**src/rtl/readout_rx_bin_scheduler_if.sv**
```systemverilog
// Result bus from the bin scheduler to the state discriminator.
// Single-entry valid/ready handshake carrying one captured I/Q bin.
interface readout_rx_bin_scheduler_if #(
    parameter int ACCUMULATOR_WIDTH = 18,
    parameter int NBIN_WIDTH        = 4
);
    logic                                bin_valid;
    logic                                bin_ready;
    logic signed [ACCUMULATOR_WIDTH-1:0] bin_i;
    logic signed [ACCUMULATOR_WIDTH-1:0] bin_q;
    logic [NBIN_WIDTH-1:0]               bin_idx;
    logic                                bin_last;

    modport master (
        output bin_valid,
        output bin_i,
        output bin_q,
        output bin_idx,
        output bin_last,
        input  bin_ready
    );

    modport slave (
        input  bin_valid,
        input  bin_i,
        input  bin_q,
        input  bin_idx,
        input  bin_last,
        output bin_ready
    );
endinterface

```
**src/rtl/readout_rx_bin_scheduler.sv**
```systemverilog
// Integration-window sequencer: trigger -> sample delay -> N bins steering the accumulator; optional abort via READOUT_BIN_SCHED_ABORT_EN.
// Latency: a bin's result is visible one cycle after the accumulator absorbs its last sample.
// Backpressure: none on the sample stream; an unread result is overwritten and flags sticky overflow.
module readout_rx_bin_scheduler #(
    parameter int ACCUMULATOR_WIDTH = 18,
    parameter int LEN_WIDTH         = 10,
    parameter int NBIN_WIDTH        = 4
) (
    input  logic                                clk,
    input  logic                                rst,
`ifdef READOUT_BIN_SCHED_ABORT_EN
    input  logic                                abort,
`endif
    input  logic                                trigger,
    input  logic [LEN_WIDTH-1:0]                cfg_delay,
    input  logic [LEN_WIDTH-1:0]                cfg_bin_len,
    input  logic [NBIN_WIDTH-1:0]               cfg_num_bins,
    input  logic                                sample_valid,
    input  logic signed [ACCUMULATOR_WIDTH-1:0] i_sum_in,
    input  logic signed [ACCUMULATOR_WIDTH-1:0] q_sum_in,
    output logic                                acc_start_count,
    output logic                                acc_valid_in,
    output logic                                busy,
    output logic                                done,
    output logic                                overflow,
    readout_rx_bin_scheduler_if.master          bin_if
);

    typedef enum logic [1:0] {IDLE, DELAY, INTEG, FLUSH} state_t;

    state_t                 state;
    state_t                 state_nxt;
    logic [LEN_WIDTH-1:0]   sample_cnt;
    logic [LEN_WIDTH-1:0]   sample_cnt_inc;
    logic [LEN_WIDTH-1:0]   delay_q;
    logic [LEN_WIDTH-1:0]   bin_len_q;
    logic [NBIN_WIDTH-1:0]  bin_cnt;
    logic [NBIN_WIDTH-1:0]  bin_cnt_inc;
    logic [NBIN_WIDTH-1:0]  num_bins_q;
    logic                   capture_pend;
    logic                   capture_now;
    logic                   accept;
    logic                   cnt_step;
    logic                   cnt_clr;
    logic                   bin_end;
    logic                   abort_hit;
    logic                   abort_req;

`ifdef READOUT_BIN_SCHED_ABORT_EN
    assign abort_req = abort;
`else
    assign abort_req = 1'b0;
`endif

    assign sample_cnt_inc = sample_cnt + LEN_WIDTH'(1);
    assign bin_cnt_inc    = bin_cnt + NBIN_WIDTH'(1);
    assign busy           = (state != IDLE);

    always_ff @(posedge clk or negedge rst) begin
        if (!rst) begin
            state <= IDLE;
        end else begin
            state <= state_nxt;
        end
    end

    always_comb begin
        state_nxt       = state;
        acc_start_count = 1'b0;
        acc_valid_in    = 1'b0;
        accept          = 1'b0;
        cnt_step        = 1'b0;
        cnt_clr         = 1'b0;
        bin_end         = 1'b0;
        abort_hit       = 1'b0;
        case (state)
            IDLE: begin
                if (trigger) begin
                    accept = 1'b1;
                    if (cfg_num_bins == '0) begin
                        state_nxt = FLUSH;
                    end else if (cfg_delay == '0) begin
                        state_nxt = INTEG;
                    end else begin
                        state_nxt = DELAY;
                    end
                end
            end
            DELAY: begin
                if (abort_req) begin
                    abort_hit = 1'b1;
                    state_nxt = IDLE;
                end else if (sample_valid) begin
                    // The sample that completes the delay is itself discarded.
                    if (sample_cnt_inc == delay_q) begin
                        cnt_clr   = 1'b1;
                        state_nxt = INTEG;
                    end else begin
                        cnt_step = 1'b1;
                    end
                end
            end
            INTEG: begin
                if (abort_req) begin
                    abort_hit = 1'b1;
                    state_nxt = IDLE;
                end else if (sample_valid) begin
                    acc_start_count = (sample_cnt == '0);
                    acc_valid_in    = (sample_cnt != '0);
                    if (sample_cnt_inc == bin_len_q) begin
                        cnt_clr = 1'b1;
                        bin_end = 1'b1;
                        if (bin_cnt_inc == num_bins_q) begin
                            state_nxt = FLUSH;
                        end
                    end else begin
                        cnt_step = 1'b1;
                    end
                end
            end
            FLUSH: begin
                state_nxt = IDLE;
            end
            default: begin
                state_nxt = IDLE;
            end
        endcase
    end

    always_ff @(posedge clk or negedge rst) begin
        if (!rst) begin
            delay_q      <= '0;
            bin_len_q    <= '0;
            num_bins_q   <= '0;
            sample_cnt   <= '0;
            bin_cnt      <= '0;
            capture_pend <= 1'b0;
            done         <= 1'b0;
        end else begin
            if (accept) begin
                delay_q    <= cfg_delay;
                bin_len_q  <= (cfg_bin_len == '0) ? LEN_WIDTH'(1) : cfg_bin_len;
                num_bins_q <= cfg_num_bins;
                sample_cnt <= '0;
                bin_cnt    <= '0;
            end else if (cnt_clr || abort_hit) begin
                sample_cnt <= '0;
            end else if (cnt_step) begin
                sample_cnt <= sample_cnt_inc;
            end
            if (bin_end) begin
                bin_cnt <= bin_cnt_inc;
            end
            capture_pend <= bin_end;
            done         <= (state == FLUSH);
        end
    end

    // bin_cnt has already advanced past the completed bin when its capture fires.
    assign capture_now = capture_pend && !abort_hit;

    always_ff @(posedge clk or negedge rst) begin
        if (!rst) begin
            bin_if.bin_valid <= 1'b0;
            bin_if.bin_i     <= '0;
            bin_if.bin_q     <= '0;
            bin_if.bin_idx   <= '0;
            bin_if.bin_last  <= 1'b0;
            overflow         <= 1'b0;
        end else begin
            if (capture_now) begin
                bin_if.bin_i     <= i_sum_in;
                bin_if.bin_q     <= q_sum_in;
                bin_if.bin_idx   <= bin_cnt - NBIN_WIDTH'(1);
                bin_if.bin_last  <= (state == FLUSH);
                bin_if.bin_valid <= 1'b1;
                if (bin_if.bin_valid && !bin_if.bin_ready) begin
                    overflow <= 1'b1;
                end
            end else if (bin_if.bin_valid && bin_if.bin_ready) begin
                bin_if.bin_valid <= 1'b0;
            end
            if (accept) begin
                overflow <= 1'b0;
            end
        end
    end

endmodule

```
**src/flat_wrapper.sv**
```systemverilog
// flat-port wrapper written by rule: the top's interface ports become plain ports
module readout_rx_bin_scheduler_flat 
#(
    parameter int ACCUMULATOR_WIDTH = 18,
    parameter int LEN_WIDTH         = 10,
    parameter int NBIN_WIDTH        = 4
)
  (clk, rst, trigger, cfg_delay, cfg_bin_len, cfg_num_bins, sample_valid, i_sum_in, q_sum_in, acc_start_count, acc_valid_in, busy, done, overflow, bin_if_bin_valid, bin_if_bin_i, bin_if_bin_q, bin_if_bin_idx, bin_if_bin_last, bin_if_bin_ready);
  readout_rx_bin_scheduler_if #(.ACCUMULATOR_WIDTH(ACCUMULATOR_WIDTH), .NBIN_WIDTH(NBIN_WIDTH)) bin_if_i ();
  input  logic clk;
  input  logic rst;
  input  logic trigger;
  input  logic [LEN_WIDTH-1:0] cfg_delay;
  input  logic [LEN_WIDTH-1:0] cfg_bin_len;
  input  logic [NBIN_WIDTH-1:0] cfg_num_bins;
  input  logic sample_valid;
  input  logic signed [ACCUMULATOR_WIDTH-1:0] i_sum_in;
  input  logic signed [ACCUMULATOR_WIDTH-1:0] q_sum_in;
  output logic acc_start_count;
  output logic acc_valid_in;
  output logic busy;
  output logic done;
  output logic overflow;
  output wire logic [$bits(bin_if_i.bin_valid)-1:0] bin_if_bin_valid;
  output wire logic [$bits(bin_if_i.bin_i)-1:0] bin_if_bin_i;
  output wire logic [$bits(bin_if_i.bin_q)-1:0] bin_if_bin_q;
  output wire logic [$bits(bin_if_i.bin_idx)-1:0] bin_if_bin_idx;
  output wire logic [$bits(bin_if_i.bin_last)-1:0] bin_if_bin_last;
  input wire logic [$bits(bin_if_i.bin_ready)-1:0] bin_if_bin_ready;
  assign bin_if_bin_valid = bin_if_i.bin_valid;
  assign bin_if_bin_i = bin_if_i.bin_i;
  assign bin_if_bin_q = bin_if_i.bin_q;
  assign bin_if_bin_idx = bin_if_i.bin_idx;
  assign bin_if_bin_last = bin_if_i.bin_last;
  assign bin_if_i.bin_ready = bin_if_bin_ready;
  readout_rx_bin_scheduler #(.ACCUMULATOR_WIDTH(ACCUMULATOR_WIDTH), .LEN_WIDTH(LEN_WIDTH), .NBIN_WIDTH(NBIN_WIDTH)) u_core (.clk(clk), .rst(rst), .trigger(trigger), .cfg_delay(cfg_delay), .cfg_bin_len(cfg_bin_len), .cfg_num_bins(cfg_num_bins), .sample_valid(sample_valid), .i_sum_in(i_sum_in), .q_sum_in(q_sum_in), .acc_start_count(acc_start_count), .acc_valid_in(acc_valid_in), .busy(busy), .done(done), .overflow(overflow), .bin_if(bin_if_i));
endmodule
```
**config.mk**
```make
export PLATFORM = sky130hd
export DESIGN_NAME = readout_rx_bin_scheduler_flat
export DESIGN_NICKNAME = d
export VERILOG_FILES = /design/src/rtl/readout_rx_bin_scheduler_if.sv /design/src/rtl/readout_rx_bin_scheduler.sv /design/src/flat_wrapper.sv
export SDC_FILE = /design/constraint.sdc
export NUM_CORES = 1
export LEC_CHECK = 0
export ABC_AREA = 1
export CAP_MARGIN = 30
export CORE_ASPECT_RATIO = 0.7
export CORE_MARGIN = 1.5
export CORE_UTILIZATION = 30
export DETAILED_ROUTE_END_ITERATION = 12
export GPL_TIMING_DRIVEN = 0
export PLACE_DENSITY = 0.59
export SYNTH_ARGS = -nofsm -noshare
export SYNTH_HDL_FRONTEND = slang
export SYNTH_SLANG_ARGS = --single-unit
```
**constraint.sdc**
```tcl
create_clock -name clk -period 5 [get_ports clk]
set_input_delay 1.5 -clock clk [delete_from_list [all_inputs] [get_ports clk]]
set_output_delay 1.5 -clock clk [all_outputs]
set_load 0.02 [all_outputs]
```
Word level (Yosys, flattened, before mapping)

Cells that the tools add are included.

Add/sub/neg operators: 3
Multipliers: 0
Divide/modulo/power cells: 0
Magnitude comparators: 0
Equal/unequal tests: 12
Shift-type cells: 0
Muxes and demuxes: 37
Bitwise logic cells: 0
Reductions and logical operators: 17

Operators with widths:

| cell                                                                  | number |
|---|---|
| 10-bit 2-to-1 mux                                                     | 4 |
| 10-bit logical NOT                                                    | 3 |
| 10-bit equality test                                                  | 2 |
| 1-bit 2-to-1 mux                                                      | 20 |
| 2-bit 2-to-1 mux                                                      | 8 |
| 10-bit by 1-bit adder with 10-bit output, second input constant       | 1 |
| 10-bit nonzero test                                                   | 1 |
| 2-bit nonzero test                                                    | 5 |
| 4-bit 2-to-1 mux                                                      | 2 |
| 2-bit one-hot mux with 4 select lines                                 | 1 |
| 2-bit by 1-bit != test with 1-bit output, second input constant       | 3 |
| 2-bit != test, second input constant                                  | 3 |
| 6-bit AND reduction                                                   | 1 |
| 4-bit by 1-bit adder with 4-bit output, second input constant         | 1 |
| 2-bit equality test, second input constant                            | 2 |
| 4-bit equality test                                                   | 1 |
| 4-bit logical NOT                                                     | 1 |
| 1-bit one-hot mux with 2 select lines                                 | 2 |
| 4-bit by 1-bit subtractor with 4-bit output, second input constant    | 1 |
| 3-bit nonzero test                                                    | 1 |
| 2-bit by 1-bit equality test with 1-bit output, second input constant | 1 |
| 1-bit logical AND                                                     | 2 |
| 2-bit logical NOT                                                     | 1 |
| 2-bit AND reduction                                                   | 1 |
| 1-bit logical NOT                                                     | 1 |

Bits in registers: 85
Latch bits: 0
Memory bits (writable): 0
ROM bits: 0
Bits of input ports: 65
Output and inout port bits: 47
Word-level logic and storage cells: 83
Memories kept: 0

Longest topological paths before layout

Word-level depth: 8
Mapped depth: 16
Mapped depth without buffers: 16

Worst setup path before layout

Ideal clock, no wire load.

Path type: input port to output port
From: input port sample_valid
To: output port acc_start_count
Data arrival time: 2092 ps
Required time: 3500 ps
Path slack: 1408 ps
Stages on the path: 2
Path buffers: 0
Path through: nand2_1 > nor3_1

Longest elaborated chain between the ends: 2

RTL lines:

| element          | RTL line                        | RTL |
|---|---|---|
| start, declared  | flat_wrapper.sv:16              | `input logic sample_valid;` |
| 1-bit 2-to-1 mux | readout_rx_bin_scheduler.sv:107 | `end else if (sample_valid) begin` |
| 1-bit 2-to-1 mux | readout_rx_bin_scheduler.sv:76  | `case (state)` |
| end, declared    | flat_wrapper.sv:19              | `output logic acc_start_count;` |

Every way passes these cells.

Worst setup path in the final report

Same ends and word-level chain as after synthesis.

==> results by group <==
Layout
  – Fill count: 1395
  – Final Non-Filler Cells: just under 900
  – Final nets: 761
  – Multi-input combinational cell area: 0.00193 mm^2
  – # diodes: 0
  – Leading cell type in the layout, fill and taps excluded: nand2_1
  – Reg area: around 0.0021 mm^2
  – Fin util: between 40% and 50%
  – Commonest cells after routing, fill and taps aside: nand2_1, clkdlybuf4s50_1, dfrtp_1, inv_1, nand3_1
  – Syn-to-layout area delta: 38.2%
  – Final instance area: ~0.006 mm^2
  – Layout cells sized above 1: 6.35%

Yosys
  – Top cell type's share of synthesized area: approximately half
  – Mapped cell area: 0.00433 mm^2
  – Seq/Total Area, Yosys: 49.2%
  – Synth warn: 0
  – Mean Syn Cell Area: 7.66 um^2
  – Synth unique cells: 35
  – Gate Count Post-Synth: approximately 570
  – Net Count, Synth: 638
  – Synth area leaders: dfrtp_1, nand2_1, nand3_1
  – #FFs+latches synth: 85
  – Area leader, netlist: dfrtp_1

Pwr
  – LEAKAGE: 2.78 nW
  – VDD IR max: 0.194 mV
  – Power density cells: 508 mW/mm^2

GRT
  – Grt total ovfl: 0
  – Initial antenna violation count: 0
  – Vias in the first global route: 3625
  – First-pass GRT wire length: 19.4 mm
  – GRT Util Overall: between 15 and 20%
  – Largest net degree at the start of global routing: 71

Setup path
  – Peak fanout along the critical path: 4
  – CP Class: primary input to output pin
  – WP data required: 3500 ps
  – Crit. End Element: output pin
  – Arr. time, crit path: 3120 ps
  – Crit start category: primary input

STA
  – Period utilization: 92.4%
  – Actual slew at the worst max-slew pin: just under 700 ps
  – Max Clock Freq: 0.216 GHz
  – Worst slew margin: 53.4%
  – Fin crit period: 4620 ps
  – Hold slack: 469 ps
  – Final slew viol count: 0
  – Skew final: 4.83 ps
  – Final Hold Viols: 0
  – RSZ-0062 raised after global routing: no
  – # setup viols final: 0

Floorplan
  – # IOs: 112
  – DIE AREA: 0.0152 mm^2
  – Placeable Area: between 0.01 and 0.015 mm^2
  – Initial core utilization: 30.9%
  – Die extent in x: 147 um
  – DIE HEIGHT: 103 um
  – Row cnt: 36

Clock tree
  – Post-cts sizing count: 0
  – CTS Sinks: 85
  – Num CTS Buffers: 9
  – Cts hold-fix bufs: 0
  – Skew-Pair Late Insertion Delay: around 340 ps
  – Clk buf depth: 2
  – H-Tree Depth: 3
  – Worst-path clk slew: about 60 ps
  – CTS tree: yes
  – Post-CTS setup repair buffer count: 0
  – Clock root cell: clkbuf_16

Placement
  – DP Cell Count: around 870
  – Detailed placement HPWL: 10.0 mm
  – GP Congestion: 0.929
  – Placement-stage cell area: 0.00570 mm^2
  – Port Buffers: 111

Drt
  – Total number of vias: 4008
  – Post-Route WL: around 13 mm
  – Routed len/inst: 14.3 um
  – First drt pass iteration count: 5
  – Residual DRC: 0
  – Post-route ant nets: 0
  – Via density per instance: 4.54
  – DRT iter0 DRCs: 299

Run
  – Max-cap violations: 0

Worst hold path
  – Worst min-delay path class: flop to flop

Outcome
  – Status: complete, no violations
## registers in the layout, indices dropped and copies added (netlist names), 4 cells and up
| name | flops |
|---|---|
| u_core.bin_cnt | 4 |
| u_core.bin_if.bin_i | 18 |
| u_core.bin_if.bin_idx | 4 |
| u_core.bin_if.bin_q | 18 |
| u_core.bin_len_q | 10 |
| u_core.delay_q | 10 |
| u_core.num_bins_q | 4 |
| u_core.sample_cnt | 10 |
## layout make-up
type / instances / share of cell area, %
multi-input combinational: 411 / 32.3
clock inverter: 4 / 0.544
timing repair buffer: 112 / 19.0
sequential: 85 / 35.6
inverter: 52 / 3.26
clock buffer: 12 / 4.12
buffer: 17 / 1.21
tap: 190 / 3.98
## report_power, final
part / total (mW) / switching [mW] / internal [mW]
Clock: 0.631 / 0.277 / 0.353
Sequential: 1.10 / 0.175 / 0.925
Combinational: 1.31 / 0.750 / 0.560
Total: 3.04 / 1.20 / 1.84
## per-stage QoR
stage	power (mW)	setup WS, ps	TNS, ps
floorplan	1.85	1410	0
finish	3.04	380	0
global route	3.25	271	0
CTS	3.08	359	0
detailed placement	2.43	366	0
global placement	2.39	-712	-59620
## layer usage
metal / wire length (um) / up-vias / track usage, %
met2: 5180 / 107 / 23.7
met4: 136 / 0 / 5.05
met3: 703 / 9 / 3.07
met1: 6600 / 1872 / 25.6
li1: - / 2020 / -
met5: 0 / - / 0
## path summary, 6_finish.rpt
kind | slack, ps | cells past startpoint | start | end
worst min register to register | 470 | 2 | u_core.bin_if.bin_q[1]$_DFFE_PN0P_ | u_core.bin_if.bin_q[1]$_DFFE_PN0P_
max in group asynchronous | 3350 | 2 | rst | u_core.bin_if.bin_last$_DFFE_PN0P_
worst max-delay path | 380 | 4 | sample_valid | acc_start_count
worst max register to register | 2380 | 13 | u_core.sample_cnt[0]$_DFFE_PN0P_ | u_core.sample_cnt[1]$_DFFE_PN0P_
worst min-delay path | 470 | 2 | u_core.bin_if.bin_q[1]$_DFFE_PN0P_ | u_core.bin_if.bin_q[1]$_DFFE_PN0P_
min in group asynchronous | 1030 | 1 | rst | u_core.sample_cnt[5]$_DFFE_PN0P_
## worst max-delay path, stage by stage
cell and delay [ps]:
clkdlybuf4s50_1 570, nand2_1 200, nor3_1 230, clkdlybuf4s50_1 630
## cells in the mapped netlist (all sizes together)
cell type,instances
nand2,258
dfrtp,85
inv,52
nand3,41
nor2,28
o21ai,24
a21oi,13
clkbuf,13
ha,8
xnor2,8
nand4,6
nand3b,5
nor3,5
buf,4
nor4,3
o22ai,3
xor2,3
and3,2
o2111ai,1
o21a,1
o41ai,1
or2,1
## cells by family after synthesis
logic type,synth area share [%]
DFF,49.2
and+or+nand+nor,34.6
AOI/OAI and AO/OA,5.55
buffers and inverters,6.19
xor gates and xnor gates,2.23
adders and majority gates,2.31
(Power assumes the default switching activity.)
